==> src/rtl/street_speed_scheduler.sv <==
// Frame-synchronous speed sequencer for the scrolling street/background tiles.
// Ramps to a per-level target, cruises, brakes to a stop and re-ramps on resume.
module street_speed_scheduler #(
    parameter int BASE_SPEED  = 64,
    parameter int LEVEL_STEP  = 16,
    parameter int MAX_SPEED   = 256,
    parameter int NUM_LEVELS  = 8,
    parameter int RAMP_FRAMES = 8,
    parameter int RAMP_STEP   = 8,
    parameter int BRAKE_STEP  = 32
) (
    input  logic               clk,
    input  logic               reset,
    input  logic               startOfFrame,
    input  logic               startOfLevel,
    input  logic               brake,
    input  logic               resume,
    output logic signed [31:0] levelSpeed,
    output logic [3:0]         level,
    output logic [2:0]         state,
    output logic               moving
);

    typedef enum logic [2:0] {
        IDLE    = 3'd0,
        RAMP    = 3'd1,
        CRUISE  = 3'd2,
        BRAKE   = 3'd3,
        STOPPED = 3'd4
    } state_t;

    state_t             state_q, state_n;
    logic signed [31:0] speed_q, speed_n;
    logic signed [31:0] target_q, target_n;
    logic [3:0]         level_q, level_n;
    logic [31:0]        frame_q, frame_n;
    logic               started_q, started_n;

    int                 tgt_raw;
    int                 ramp_sum;
    int                 brake_dif;

    always_ff @(posedge clk or posedge reset) begin
        if (reset) begin
            state_q   <= IDLE;
            speed_q   <= '0;
            target_q  <= '0;
            level_q   <= '0;
            frame_q   <= '0;
            started_q <= 1'b0;
        end else begin
            state_q   <= state_n;
            speed_q   <= speed_n;
            target_q  <= target_n;
            level_q   <= level_n;
            frame_q   <= frame_n;
            started_q <= started_n;
        end
    end

    // Events are taken in priority order; an event the current state ignores
    // falls through so a lower-priority event in the same clk still applies.
    always_comb begin
        state_n   = state_q;
        speed_n   = speed_q;
        target_n  = target_q;
        level_n   = level_q;
        frame_n   = frame_q;
        started_n = started_q;
        tgt_raw   = 0;
        ramp_sum  = 0;
        brake_dif = 0;

        if (startOfLevel) begin
            if (!started_q) begin
                level_n   = '0;
                started_n = 1'b1;
            end else if (int'(level_q) < NUM_LEVELS - 1) begin
                level_n = level_q + 4'd1;
            end
            tgt_raw  = BASE_SPEED + int'(level_n) * LEVEL_STEP;
            target_n = (tgt_raw > MAX_SPEED) ? MAX_SPEED : tgt_raw;
            speed_n  = '0;
            frame_n  = '0;
            state_n  = RAMP;
        end else if (brake && (state_q == RAMP || state_q == CRUISE)) begin
            state_n = BRAKE;
            frame_n = '0;
        end else if (resume && state_q == STOPPED) begin
            state_n = RAMP;
            frame_n = '0;
        end else if (startOfFrame) begin
            case (state_q)
                RAMP: begin
                    if (frame_q == 32'(RAMP_FRAMES - 1)) begin
                        frame_n  = '0;
                        ramp_sum = speed_q + RAMP_STEP;
                        speed_n  = (ramp_sum > target_q) ? target_q : ramp_sum;
                        if (speed_n == target_q) state_n = CRUISE;
                    end else begin
                        frame_n = frame_q + 32'd1;
                    end
                end
                CRUISE: frame_n = '0;
                BRAKE: begin
                    brake_dif = speed_q - BRAKE_STEP;
                    speed_n   = (brake_dif > 0) ? brake_dif : 0;
                    if (speed_n == 0) state_n = STOPPED;
                end
                default: ;
            endcase
        end
    end

    assign levelSpeed = speed_q;
    assign level      = level_q;
    assign state      = state_q;
    assign moving     = (speed_q != 0);

endmodule

==> config.mk <==
export PLATFORM = sky130hd
export DESIGN_NAME = street_speed_scheduler
export DESIGN_NICKNAME = d
export VERILOG_FILES = /design/src/rtl/street_speed_scheduler.sv
export SDC_FILE = /design/constraint.sdc
export NUM_CORES = 1
export LEC_CHECK = 0
export ABC_CLOCK_PERIOD_IN_PS = 4600
export BUFFER_PORTS_ARGS = -buffer_cell sky130_fd_sc_hd__buf_2
export CELL_PAD_IN_SITES_DETAIL_PLACEMENT = 1
export CELL_PAD_IN_SITES_GLOBAL_PLACEMENT = 1
export CORE_MARGIN = 8
export CORE_UTILIZATION = 46
export CTS_CLUSTER_DIAMETER = 40
export DETAILED_ROUTE_END_ITERATION = 8
export GPL_TIMING_DRIVEN = 1
export PLACE_DENSITY = 0.82
export SETUP_SLACK_MARGIN = 0.3
export SYNTH_ARGS = -nofsm -noshare
export SYNTH_HDL_FRONTEND = slang
export SYNTH_SLANG_ARGS = --single-unit
==> constraint.sdc <==
create_clock -name clk -period 4.6 [get_ports clk]
set_input_delay 0.46 -clock clk [delete_from_list [all_inputs] [get_ports clk]]
set_output_delay 0.46 -clock clk [all_outputs]
set_load 0.01 [all_outputs]
==> parameters.txt, run 1 <==
Parameter                              Value

Clock tree
  CTS clock-pin slew for the worst setup and hold paths ... 0.06 ns
  Post-CTS repair timing setup buffer count ... 0
  CTS root buf ... sky130_fd_sc_hd__clkbuf_16
  Number of clock buffers inserted by TritonCTS ... 9
  Clock sink count ... 77
  Gates resized, CTS repair ... 0
  Source-to-sink clock delay at the later pin of the worst-skew pair ... 0.36 ns
  TritonCTS clock tree ... built
  Post-CTS Hold Buffers ... 0
  Number of H-tree levels ... 3
  Maximum clock path buffer count ... 2

Global routing
  GRT overflow ... 0
  First-pass GRT wire length ... 34,600 microns
  Tot GR Track Use ... 26.3%
  Pin count of the biggest net entering global routing ... 49
  Initial antenna violation count ... 0
  Number of global-route vias before repair ... 6,270

Flow run
  Max capacitance violation total ... 0

STA
  Slew headroom ... 31.8%
  Sum Neg Setup Slack ... 0 ns
  Timing-limited maximum frequency ... 245 MHz
  Transition time at the pin with the least slew margin ... 1.02 ns
  Final hold violation count ... 0
  Max Slew Vio Count ... 0
  Period utilization ... 88.6%
  Maximum clock skew at final layout ... 0.00894 ns
  Final worst path period need ... 4.08 ns
  Unrepaired setup endpoints after global routing ... false
  Post-route setup slack ... 0.524 ns
  Final setup viols ... 0

Detailed routing
  Number of DRC markers in iteration 0 ... 500
  Detail Route met2 WL ... 10,100 microns
  Via total after detailed routing ... 6,113
  Drt drc ... 0
  Number of search-and-repair iterations in the first detailed-routing pass ... 5
  Via-to-Cell Ratio ... 6.41
  Length of routed met3 wiring ... 1220 microns
  Total Routed Length ... 21,500 microns
  Routed Antenna Nets ... 0
  Top layer used by detailed routing ... met4
  Sum of routed wire segments on met1 ... 9310 microns
  Detailed-route wire length per cell ... 22.5 microns

Die
  Initial cell density of the core ... 46.3%
  # IOs ... 46
  # rows ... 42
  Area inside the core boundary ... 0.0130 sq mm
  Y dimension of the die ... 131 microns
  Die X-Extent ... 131 microns
  Area enclosed by the die boundary ... 0.0170 sq mm

Yosys
  Post-Syn Nets ... 769
  Proportion of register bits with asynchronous set or reset after synthesis ... 100%
  Top cells by area in the synthesized netlist ... sky130_fd_sc_hd__dfrtp_1 32%, sky130_fd_sc_hd__xnor2_1 4.8%, sky130_fd_sc_hd__nor2_1 4.4%
  Cell taking the most area after synthesis ... sky130_fd_sc_hd__dfrtp_1
  Post-synthesis instance total ... 751
  Number of distinct standard cells referenced by the synthesized netlist ... 70
  Synth Warn # ... 0
  Synth top area share ... 31.9%
  Share of synthesized area occupied by flip-flops and latches ... 31.9%
  Mean instance size in the synthesized netlist ... 8.04 sq um
  EDFF count, synth ... 0
  Most used DFF post-synth ... sky130_fd_sc_hd__dfrtp_1
  Netlist area before placement ... 0.00603 sq mm
  Number of synthesized register bits ... 77

Cells and area
  Signed area change from the synthesized netlist to the final layout ... 11.0%
  Nets ... 790
  Commonest cells after routing, fill and taps aside ... 77 x sky130_fd_sc_hd__dfrtp_1, 70 x sky130_fd_sc_hd__nor2_1, 67 x sky130_fd_sc_hd__nand2_1
  Antenna diode instance count ... 0
  Fill cell count ... 1,649
  Multi-input gate area in the final layout ... 0.00376 sq mm
  Post-layout util ... 51.4%
  Fraction of final layout cells with drive strength greater than 1 ... 14.0%
  Register area ... 0.00193 sq mm
  Post-route standard cell area excluding fillers ... 0.00670 sq mm
  Most common cell after layout, fill and taps aside ... sky130_fd_sc_hd__dfrtp_1

Placement
  Final weighted congestion in routability-driven placement ... 0.986
  Count of input and output buffers ... 45
  Total half-perimeter wirelength after legalization and detailed placement ... 15,600 microns
  Area after detailed placement ... 0.00639 sq mm
  Placement-stage worst setup slack ... 0.631 ns

Critical path
  Critical path data required time ... 4.88 ns
  Startpoint kind of the worst setup timing path ... flop
  CP Data Arrival Time ... 4.35 ns
  Peak fanout along the critical path ... 10
  Setup slack on the worst flop-to-flop path ... 0.52 ns
  Crit. End Element ... flop
  Path type of the worst setup path ... flop to flop

Run status
  Outcome ... finished clean

Min path
  Worst min path class ... primary input to asynchronous set/reset pin
## per-stage QoR
step / hold slack [ns] / cells
after floorplan: 0.481 / 751
after global placement: 0.502 / 937
after detailed placement: 0.513 / 937
after CTS: 0.149 / 953
after global routing: 0.181 / 953
final: 0.138 / 953
## kinds of logic after synthesis
kind of cell               Yosys count  share of synthesized area [%]
adders and majority gates           12                           2.49
and+or+nand+nor                    346                           31.3
DFF                                 77                           31.9
xor gates and xnor gates            50                           7.26
muxes                               13                           2.24
buffers and inverters               85                           5.89
AOI/OAI and AO/OA                  168                           18.9
## synthesized netlist by cell type (all sizes together), types with 17 or more instances
| cell | n |
|---|---|
| a21oi | 29 |
| nor4 | 19 |
| xnor2 | 33 |
| clkbuf | 37 |
| nand2 | 67 |
| nand4 | 29 |
| inv | 30 |
| xor2 | 17 |
| nand3 | 39 |
| o21ai | 38 |
| and3 | 19 |
| nor3 | 32 |
| buf | 18 |
| nor2 | 71 |
| dfrtp | 77 |
## per-layer routing
metal  track usage, %  up-vias
met5                0        -
met4             14.1        0
met3             4.02       62
met2             41.2      212
met1             34.3     3038
li1                 -     2801
## worst max-delay path, cell delays in order (launching register included)
cell and delay [ns]:
sky130_fd_sc_hd__dfrtp_1 0.53, sky130_fd_sc_hd__nand4_1 0.44, sky130_fd_sc_hd__nor2_1 0.26, sky130_fd_sc_hd__xor2_1 0.38, sky130_fd_sc_hd__ha_1 0.23, sky130_fd_sc_hd__nand2_1 0.08
sky130_fd_sc_hd__or3_1 0.36, sky130_fd_sc_hd__o21ai_0 0.13, sky130_fd_sc_hd__nand4b_1 0.29, sky130_fd_sc_hd__o31a_1 0.59, sky130_fd_sc_hd__or4_1 0.54, sky130_fd_sc_hd__a31oi_1 0.18
## flip-flops by register name, indices dropped and copies added (netlist names)
register and cells:
frame_q 32, levelSpeed 32, target_q 5, level 4
state 3, started_q 1
## path summary, 6_finish.rpt
kind	startpoint	to	cells after the start
setup / recovery	levelSpeed[5]$_DFFE_PP0P_	levelSpeed[9]$_DFFE_PP0P_	11
hold / removal	reset	level[2]$_DFFE_PP0P_	2
setup reg to reg	levelSpeed[5]$_DFFE_PP0P_	levelSpeed[9]$_DFFE_PP0P_	11
hold reg to reg	levelSpeed[2]$_DFFE_PP0P_	levelSpeed[2]$_DFFE_PP0P_	2
max in group asynchronous	reset	levelSpeed[21]$_DFFE_PP0P_	3
min in group clk	levelSpeed[2]$_DFFE_PP0P_	levelSpeed[2]$_DFFE_PP0P_	2
## layout make-up
| cell class | count | share of cell area [%] |
|---|---|---|
| clock inverter | 7 | 1.20 |
| multi-input combinational | 589 | 56.1 |
| timing repair buffer | 65 | 5.60 |
| inverter | 30 | 1.70 |
| clock buffer | 9 | 3.36 |
| tap | 176 | 3.29 |
| sequential | 77 | 28.8 |
Power of run 1 is not shown: default switching activity piles up to over one toggle a cycle in this logic, so the estimate is an artifact.
==> inputs of run 2 (changes only) <==
==> config.mk (replaced) <==
export PLATFORM = sky130hd
export DESIGN_NAME = street_speed_scheduler
export DESIGN_NICKNAME = d
export VERILOG_FILES = /design/src/rtl/street_speed_scheduler.sv
export SDC_FILE = /design/constraint.sdc
export NUM_CORES = 1
export LEC_CHECK = 0
export ABC_CLOCK_PERIOD_IN_PS = 4850
export BUFFER_PORTS_ARGS = -buffer_cell sky130_fd_sc_hd__buf_2
export CELL_PAD_IN_SITES_DETAIL_PLACEMENT = 1
export CELL_PAD_IN_SITES_GLOBAL_PLACEMENT = 1
export CORE_MARGIN = 8
export CORE_UTILIZATION = 50
export CTS_CLUSTER_DIAMETER = 40
export DETAILED_ROUTE_END_ITERATION = 8
export GPL_TIMING_DRIVEN = 1
export PLACE_DENSITY = 0.88
export SETUP_SLACK_MARGIN = 0.3
export SLEW_MARGIN = 5
export SYNTH_ARGS = -nofsm -noshare
export SYNTH_HDL_FRONTEND = slang
export SYNTH_SLANG_ARGS = --single-unit
==> constraint.sdc (replaced) <==
create_clock -name clk -period 4.85 [get_ports clk]
set_input_delay 0.485 -clock clk [delete_from_list [all_inputs] [get_ports clk]]
set_output_delay 0.485 -clock clk [all_outputs]
set_load 0.01 [all_outputs]
==> run 2 against run 1 <==
Effect of this change: sequential share of layout area up 0.61 points; clock skew up 0.00071 ns; maximum frequency down 2.5%; global-route usage up 1.3 points; via count up 2.1%; non-clock buffer count down 9; worst hold slack worse by 0.012 ns; worst setup slack better by 0.14 ns; final cell count down 4.0%; clock-buffer cell count up 2; critical path type unchanged; critical endpoint is now levelSpeed[14]$_DFFE_PP0P_; largest cell class unchanged.
==> parameters.txt, run 2 (synthesized netlist as in run 1, its figures left out) <==
Parameter                              Value

Clock tree
  Maximum clock path buffer count ... 2 (unchanged)
  Post-CTS Hold Buffers ... 0 (unchanged)
  Source-to-sink clock delay at the later pin of the worst-skew pair ... 0.36 ns (about the same)
  CTS root buf ... sky130_fd_sc_hd__clkbuf_16
  TritonCTS clock tree ... built
  CTS clock-pin slew for the worst setup and hold paths ... 0.06 ns (about the same)
  Post-CTS repair timing setup buffer count ... 0 (unchanged)
  Clock sink count ... 77 (unchanged)
  Gates resized, CTS repair ... 0 (unchanged)
  Number of H-tree levels ... 3 (unchanged)
  Number of clock buffers inserted by TritonCTS ... 9 (unchanged)

STA
  Slew headroom ... 29.9% (-1.9 points)
  Final worst path period need ... 4.18 ns (+0.105 ns)
  Maximum clock skew at final layout ... 0.00965 ns (+0.000710 ns)
  Max Slew Vio Count ... 0 (unchanged)
  Post-route setup slack ... 0.669 ns (+0.145 ns)
  Transition time at the pin with the least slew margin ... 1.05 ns (+0.0280 ns)
  Period utilization ... 86.2% (-2.4 points)
  Sum Neg Setup Slack ... 0 ns (unchanged)
  Unrepaired setup endpoints after global routing ... false
  Final setup viols ... 0 (unchanged)
  Timing-limited maximum frequency ... 239 MHz (-2.5%)
  Final hold violation count ... 0 (unchanged)

Min path
  Worst min path class ... primary input to asynchronous set/reset pin

Cells and area
  Most common cell after layout, fill and taps aside ... sky130_fd_sc_hd__dfrtp_1
  Fraction of final layout cells with drive strength greater than 1 ... 12.8% (-1.3 points)
  Commonest cells after routing, fill and taps aside ... 77 x sky130_fd_sc_hd__dfrtp_1, 70 x sky130_fd_sc_hd__nor2_1, 67 x sky130_fd_sc_hd__nand2_1
  Nets ... 781 (-1.1%)
  Signed area change from the synthesized netlist to the final layout ... 8.69%
  Antenna diode instance count ... 0 (unchanged)
  Post-route standard cell area excluding fillers ... 0.00656 sq mm (-2.1%)

Critical path
  Largest incremental delay on the critical path ... 0.53 ns (-0.06 ns)
  Startpoint kind of the worst setup timing path ... flop
  Critical path, cell by cell ... inv_1 > ha_1 > or4b_1 > or4_1 > a2111oi_2 > nand4_1 > nor4_4 > nor2_2 > o311ai_0 > o32ai_1
  Setup slack on the worst flop-to-flop path ... 0.67 ns (+0.14 ns)
  CP Data Arrival Time ... 4.38 ns (+0.03 ns)
  Destination of the worst register-to-register timing path ... levelSpeed[14]$_DFFE_PP0P_
  Crit. End Element ... flop
  Peak fanout along the critical path ... 21 (+11)
  Slowest CP cell ... sky130_fd_sc_hd__nor4_4
  Cells on worst reg2reg path ... 10 (-1)
  Launch point of the worst path ... levelSpeed[5]$_DFFE_PP0P_
  Critical path data required time ... 5.05 ns (+0.17 ns)
  RR Startpoint ... levelSpeed[5]$_DFFE_PP0P_
  Path type of the worst setup path ... flop to flop

Die
  Area enclosed by the die boundary ... 0.0158 sq mm (-7.0%)
  Initial cell density of the core ... 50.7% (+4.4 points)
  Area inside the core boundary ... 0.0119 sq mm (-8.6%)
  Die X-Extent ... 126 microns (-3.6%)
  # IOs ... 46 (unchanged)
  # rows ... 40 (-4.8%)
  Y dimension of the die ... 126 microns (-3.6%)

Detailed routing
  Number of DRC markers in iteration 0 ... 665 (+33%)
  Number of search-and-repair iterations in the first detailed-routing pass ... 5 (unchanged)
  Via total after detailed routing ... 6,243 (+2.1%)
  Routed Antenna Nets ... 0 (unchanged)
  Drt drc ... 0 (unchanged)
  Detailed-route wire length per cell ... 24.0 microns (+6.5%)
  Via-to-Cell Ratio ... 6.82 (+6.4%)
  Total Routed Length ... 22,000 microns (+2.3%)

Global routing
  Pin count of the biggest net entering global routing ... 53 (+8.2%)
  Tot GR Track Use ... 27.6% (+1.3 points)
  Number of global-route vias before repair ... 6,389 (+1.9%)
  Initial antenna violation count ... 0 (unchanged)
  First-pass GRT wire length ... 34,900 microns (+0.66%)
  GRT overflow ... 0 (unchanged)

Placement
  Placement-stage worst setup slack ... 0.801 ns (+0.170 ns)
  Final weighted congestion in routability-driven placement ... 0.977 (-0.91%)
  Area after detailed placement ... 0.00629 sq mm (-1.6%)
  Total half-perimeter wirelength after legalization and detailed placement ... 15,600 microns (-0.11%)
  Count of input and output buffers ... 45 (unchanged)

Run status
  Outcome ... finished clean

Flow run
  Max capacitance violation total ... 0 (unchanged)
## run 2: layout make-up
| type | count | area (sq um) |
|---|---|---|
| timing repair buffer | 56 | 308 |
| inverter | 30 | 114 |
| multi-input combinational | 589 | 3760 |
| sequential | 77 | 1930 |
| fill | 1481 | 5350 |
| clock buffer | 11 | 233 |
| tap | 147 | 184 |
| clock inverter | 5 | 36.3 |
## run 2: routing by layer
metal | GRT usage [%] | wire length, microns | vias up
li1 | - | - | 2787
met1 | 33.6 | 9150 | 3133
met2 | 46.1 | 10500 | 248
met3 | 5.44 | 1430 | 75
met4 | 13.2 | 847 | 0
met5 | 0 | 0 | -
## run 2: worst max path at each step
stage / cells past startpoint / end / slack [ns]
floorplan: 12 / levelSpeed[8]$_DFFE_PP0P_ / 1.49
global placement: 10 / levelSpeed[14]$_DFFE_PP0P_ / 0.89
detailed placement: 10 / levelSpeed[14]$_DFFE_PP0P_ / 0.80
CTS: 10 / levelSpeed[14]$_DFFE_PP0P_ / 0.77
global route: 12 / levelSpeed[28]$_DFFE_PP0P_ / 0.42
finish: 10 / levelSpeed[14]$_DFFE_PP0P_ / 0.67
## run 2: metrics by stage
step	hold WS (ns)	util [%]	std cells
floorplan	0.481	-	751
global placement	0.505	52.8	899
detailed placement	0.515	52.8	899
CTS	0.145	55.1	915
global route	0.175	55.1	915
finish	0.126	55.1	915
## run 2: critical path: cells and delay by family, from the launching register on
kind            cells  cell delay [ns]
compound gates      3             0.93
simple gates        5             2.09
fa+ha+maj           1             0.38
buf+inv             1             0.12
flops               1             0.51
Power of run 2 is left out for the same reason.
==> inputs of run 3 (changes only) <==
--- a/config.mk
+++ b/config.mk
@@ -5,7 +5,7 @@
 export SDC_FILE = /design/constraint.sdc
 export NUM_CORES = 1
 export LEC_CHECK = 0
-export ABC_CLOCK_PERIOD_IN_PS = 4850
+export ABC_CLOCK_PERIOD_IN_PS = 4900
 export BUFFER_PORTS_ARGS = -buffer_cell sky130_fd_sc_hd__buf_2
 export CELL_PAD_IN_SITES_DETAIL_PLACEMENT = 1
 export CELL_PAD_IN_SITES_GLOBAL_PLACEMENT = 1
==> constraint.sdc (replaced) <==
create_clock -name clk -period 4.9 [get_ports clk]
set_input_delay 0.49 -clock clk [delete_from_list [all_inputs] [get_ports clk]]
set_output_delay 0.49 -clock clk [all_outputs]
set_load 0.01 [all_outputs]
==> run 3 against run 2 <==
Effect of this change: worst setup slack worse by 0.067 ns; highest routed layer unchanged; via count decreased by 1.6%; sequential cell count stayed put; global-route usage grew 0.41 points; die area unchanged; clock-buffer cell count is the same; register-to-register slack got worse by 0.07 ns; non-clock buffer count is 1 lower; final cell count is 0.11% lower; critical path depth grew 2.
==> parameters.txt, run 3 (synthesized netlist as in run 1, its figures left out) <==
Parameter                              Value

Critical path
  Path type of the worst setup path ... flop to flop
  Startpoint kind of the worst setup timing path ... flop
  CP Data Arrival Time ... 4.55 ns (+0.17 ns)
  Crit. End Element ... flop
  Critical path data required time ... 5.15 ns (+0.10 ns)
  Peak fanout along the critical path ... 16 (-24%)

STA
  Unrepaired setup endpoints after global routing ... false
  Transition time at the pin with the least slew margin ... 1.14 ns (+0.0902 ns)
  Final hold violation count ... 0 (unchanged)
  Max Slew Vio Count ... 0 (unchanged)
  Sum Neg Setup Slack ... 0 ns (unchanged)
  Slew headroom ... 23.9% (-6.0 points)
  Final worst path period need ... 4.30 ns (+0.117 ns)
  Maximum clock skew at final layout ... 0.0106 ns (+0.000955 ns)
  Period utilization ... 87.7% (+1.5 points)
  Min Hold Slack ... 0.462 ns (+0.336 ns)
  Timing-limited maximum frequency ... 233 MHz (-2.7%)
  Final setup viols ... 0 (unchanged)

Flow run
  Max capacitance violation total ... 0 (unchanged)

Clock tree
  Maximum clock path buffer count ... 2 (unchanged)
  Post-CTS repair timing setup buffer count ... 0 (unchanged)
  CTS root buf ... sky130_fd_sc_hd__clkbuf_16
  TritonCTS clock tree ... built
  Source-to-sink clock delay at the later pin of the worst-skew pair ... 0.35 ns (about the same)
  Number of H-tree levels ... 3 (unchanged)
  Gates resized, CTS repair ... 0 (unchanged)
  Post-CTS Hold Buffers ... 0 (unchanged)
  Clock sink count ... 77 (unchanged)
  CTS clock-pin slew for the worst setup and hold paths ... 0.07 ns (about the same)
  Number of clock buffers inserted by TritonCTS ... 9 (unchanged)

Detailed routing
  Detailed-route wire length per cell ... 24.2 microns (+0.96%)
  Number of DRC markers in iteration 0 ... 656 (-1.4%)
  Drt drc ... 0 (unchanged)
  Total Routed Length ... 22,200 microns (+0.85%)
  Via total after detailed routing ... 6,146 (-1.6%)
  Via-to-Cell Ratio ... 6.72 (-1.4%)
  Number of search-and-repair iterations in the first detailed-routing pass ... 5 (unchanged)
  Routed Antenna Nets ... 0 (unchanged)

Cells and area
  Commonest cells after routing, fill and taps aside ... 77 x sky130_fd_sc_hd__dfrtp_1, 70 x sky130_fd_sc_hd__nor2_1, 67 x sky130_fd_sc_hd__nand2_1
  Fraction of final layout cells with drive strength greater than 1 ... 12.9% (+0.15 points)
  Most common cell after layout, fill and taps aside ... sky130_fd_sc_hd__dfrtp_1
  Antenna diode instance count ... 0 (unchanged)
  Nets ... 780 (-0.13%)
  Signed area change from the synthesized netlist to the final layout ... 8.96%
  Fill cell count ... 1,475 (-0.41%)
  Post-layout instance count excluding filler cells ... 914 (-0.11%)

Global routing
  GRT overflow ... 0 (unchanged)
  Tot GR Track Use ... 28.0% (+0.41 points)
  Pin count of the biggest net entering global routing ... 78 (+47%)
  First-pass GRT wire length ... 35,700 microns (+2.4%)
  Initial antenna violation count ... 0 (unchanged)
  Number of global-route vias before repair ... 6,504 (+1.8%)

Placement
  Final weighted congestion in routability-driven placement ... 1.02 (+4.8%)
  Post-Place Cells ... 898 (-0.11%)
  Total half-perimeter wirelength after legalization and detailed placement ... 15,300 microns (-2.1%)
  Count of input and output buffers ... 45 (unchanged)

Die
  Initial cell density of the core ... 50.7% (unchanged)
  # IOs ... 46 (unchanged)
  Die X-Extent ... 126 microns (unchanged)
  Y dimension of the die ... 126 microns (unchanged)
  Area inside the core boundary ... 0.0119 sq mm (unchanged)
  Area enclosed by the die boundary ... 0.0158 sq mm (unchanged)
  # rows ... 40 (unchanged)

Run status
  Outcome ... finished clean

Min path
  Worst min path class ... primary input to asynchronous set/reset pin
[run 3: changes by cell type in the layout (fill, tap and decap cells not counted)]
cell / change
sky130_fd_sc_hd__buf_4: -1
sky130_fd_sc_hd__clkbuf_1: -2
sky130_fd_sc_hd__clkbuf_8: +2
sky130_fd_sc_hd__clkinv_2: -1
sky130_fd_sc_hd__inv_6: +1
[run 3: worst max-delay path, stage by stage (launching register included)]
cell                       delay (ns)
sky130_fd_sc_hd__dfrtp_1         0.52
sky130_fd_sc_hd__nand4_1         0.46
sky130_fd_sc_hd__nor2_1          0.26
sky130_fd_sc_hd__xor2_1          0.37
sky130_fd_sc_hd__ha_1            0.22
sky130_fd_sc_hd__nand2_1         0.09
sky130_fd_sc_hd__or3_1           0.38
sky130_fd_sc_hd__o21ai_0         0.16
sky130_fd_sc_hd__nand4b_1        0.23
sky130_fd_sc_hd__o31ai_2         0.66
sky130_fd_sc_hd__buf_4           0.37
sky130_fd_sc_hd__a32oi_1         0.16
sky130_fd_sc_hd__o32ai_1         0.31
[run 3: area by class of cell]
type / instances / area, sq um / share of cell area, %
flip-flops and latches: 77 / 1930 / 29.3
clock buffers: 11 / 253 / 3.84
multi-input cells: 589 / 3760 / 57.1
clock inverters: 5 / 40.0 / 0.609
inverters: 30 / 114 / 1.73
repair buffers: 55 / 300 / 4.57
well taps: 147 / 184 / 2.80
[run 3: path summary, 6_finish.rpt]
check	cells after the start	startpoint	slack, ns	end
max	12	levelSpeed[5]$_DFFE_PP0P_	0.60	levelSpeed[25]$_DFFE_PP0P_
min	3	reset	0.46	levelSpeed[8]$_DFFE_PP0P_
max reg2reg	12	levelSpeed[5]$_DFFE_PP0P_	0.60	levelSpeed[25]$_DFFE_PP0P_
min reg2reg	2	levelSpeed[2]$_DFFE_PP0P_	0.52	levelSpeed[2]$_DFFE_PP0P_
max in group asynchronous	3	reset	3.80	levelSpeed[25]$_DFFE_PP0P_
min in group clk	2	levelSpeed[2]$_DFFE_PP0P_	0.52	levelSpeed[2]$_DFFE_PP0P_
[run 3: metrics by stage]
stage	util [%]	instance area (sq um)	setup WS [ns]
final	55.2	6580	0.602
after floorplan	-	6030	1.54
after global placement	52.7	6280	0.912
after CTS	55.2	6580	0.734
after global routing	55.2	6580	0.434
after detailed placement	52.7	6280	0.791
[run 3: layer usage]
| layer | GRT usage [%] | vias up | wire (microns) |
|---|---|---|---|
| met5 | 0 | - | 0 |
| li1 | - | 2767 | - |
| met2 | 44.9 | 275 | 10400 |
| met1 | 35.4 | 3032 | 9380 |
| met4 | 14.4 | 0 | 883 |
| met3 | 5.19 | 72 | 1480 |
Power of run 3 is left out for the same reason.
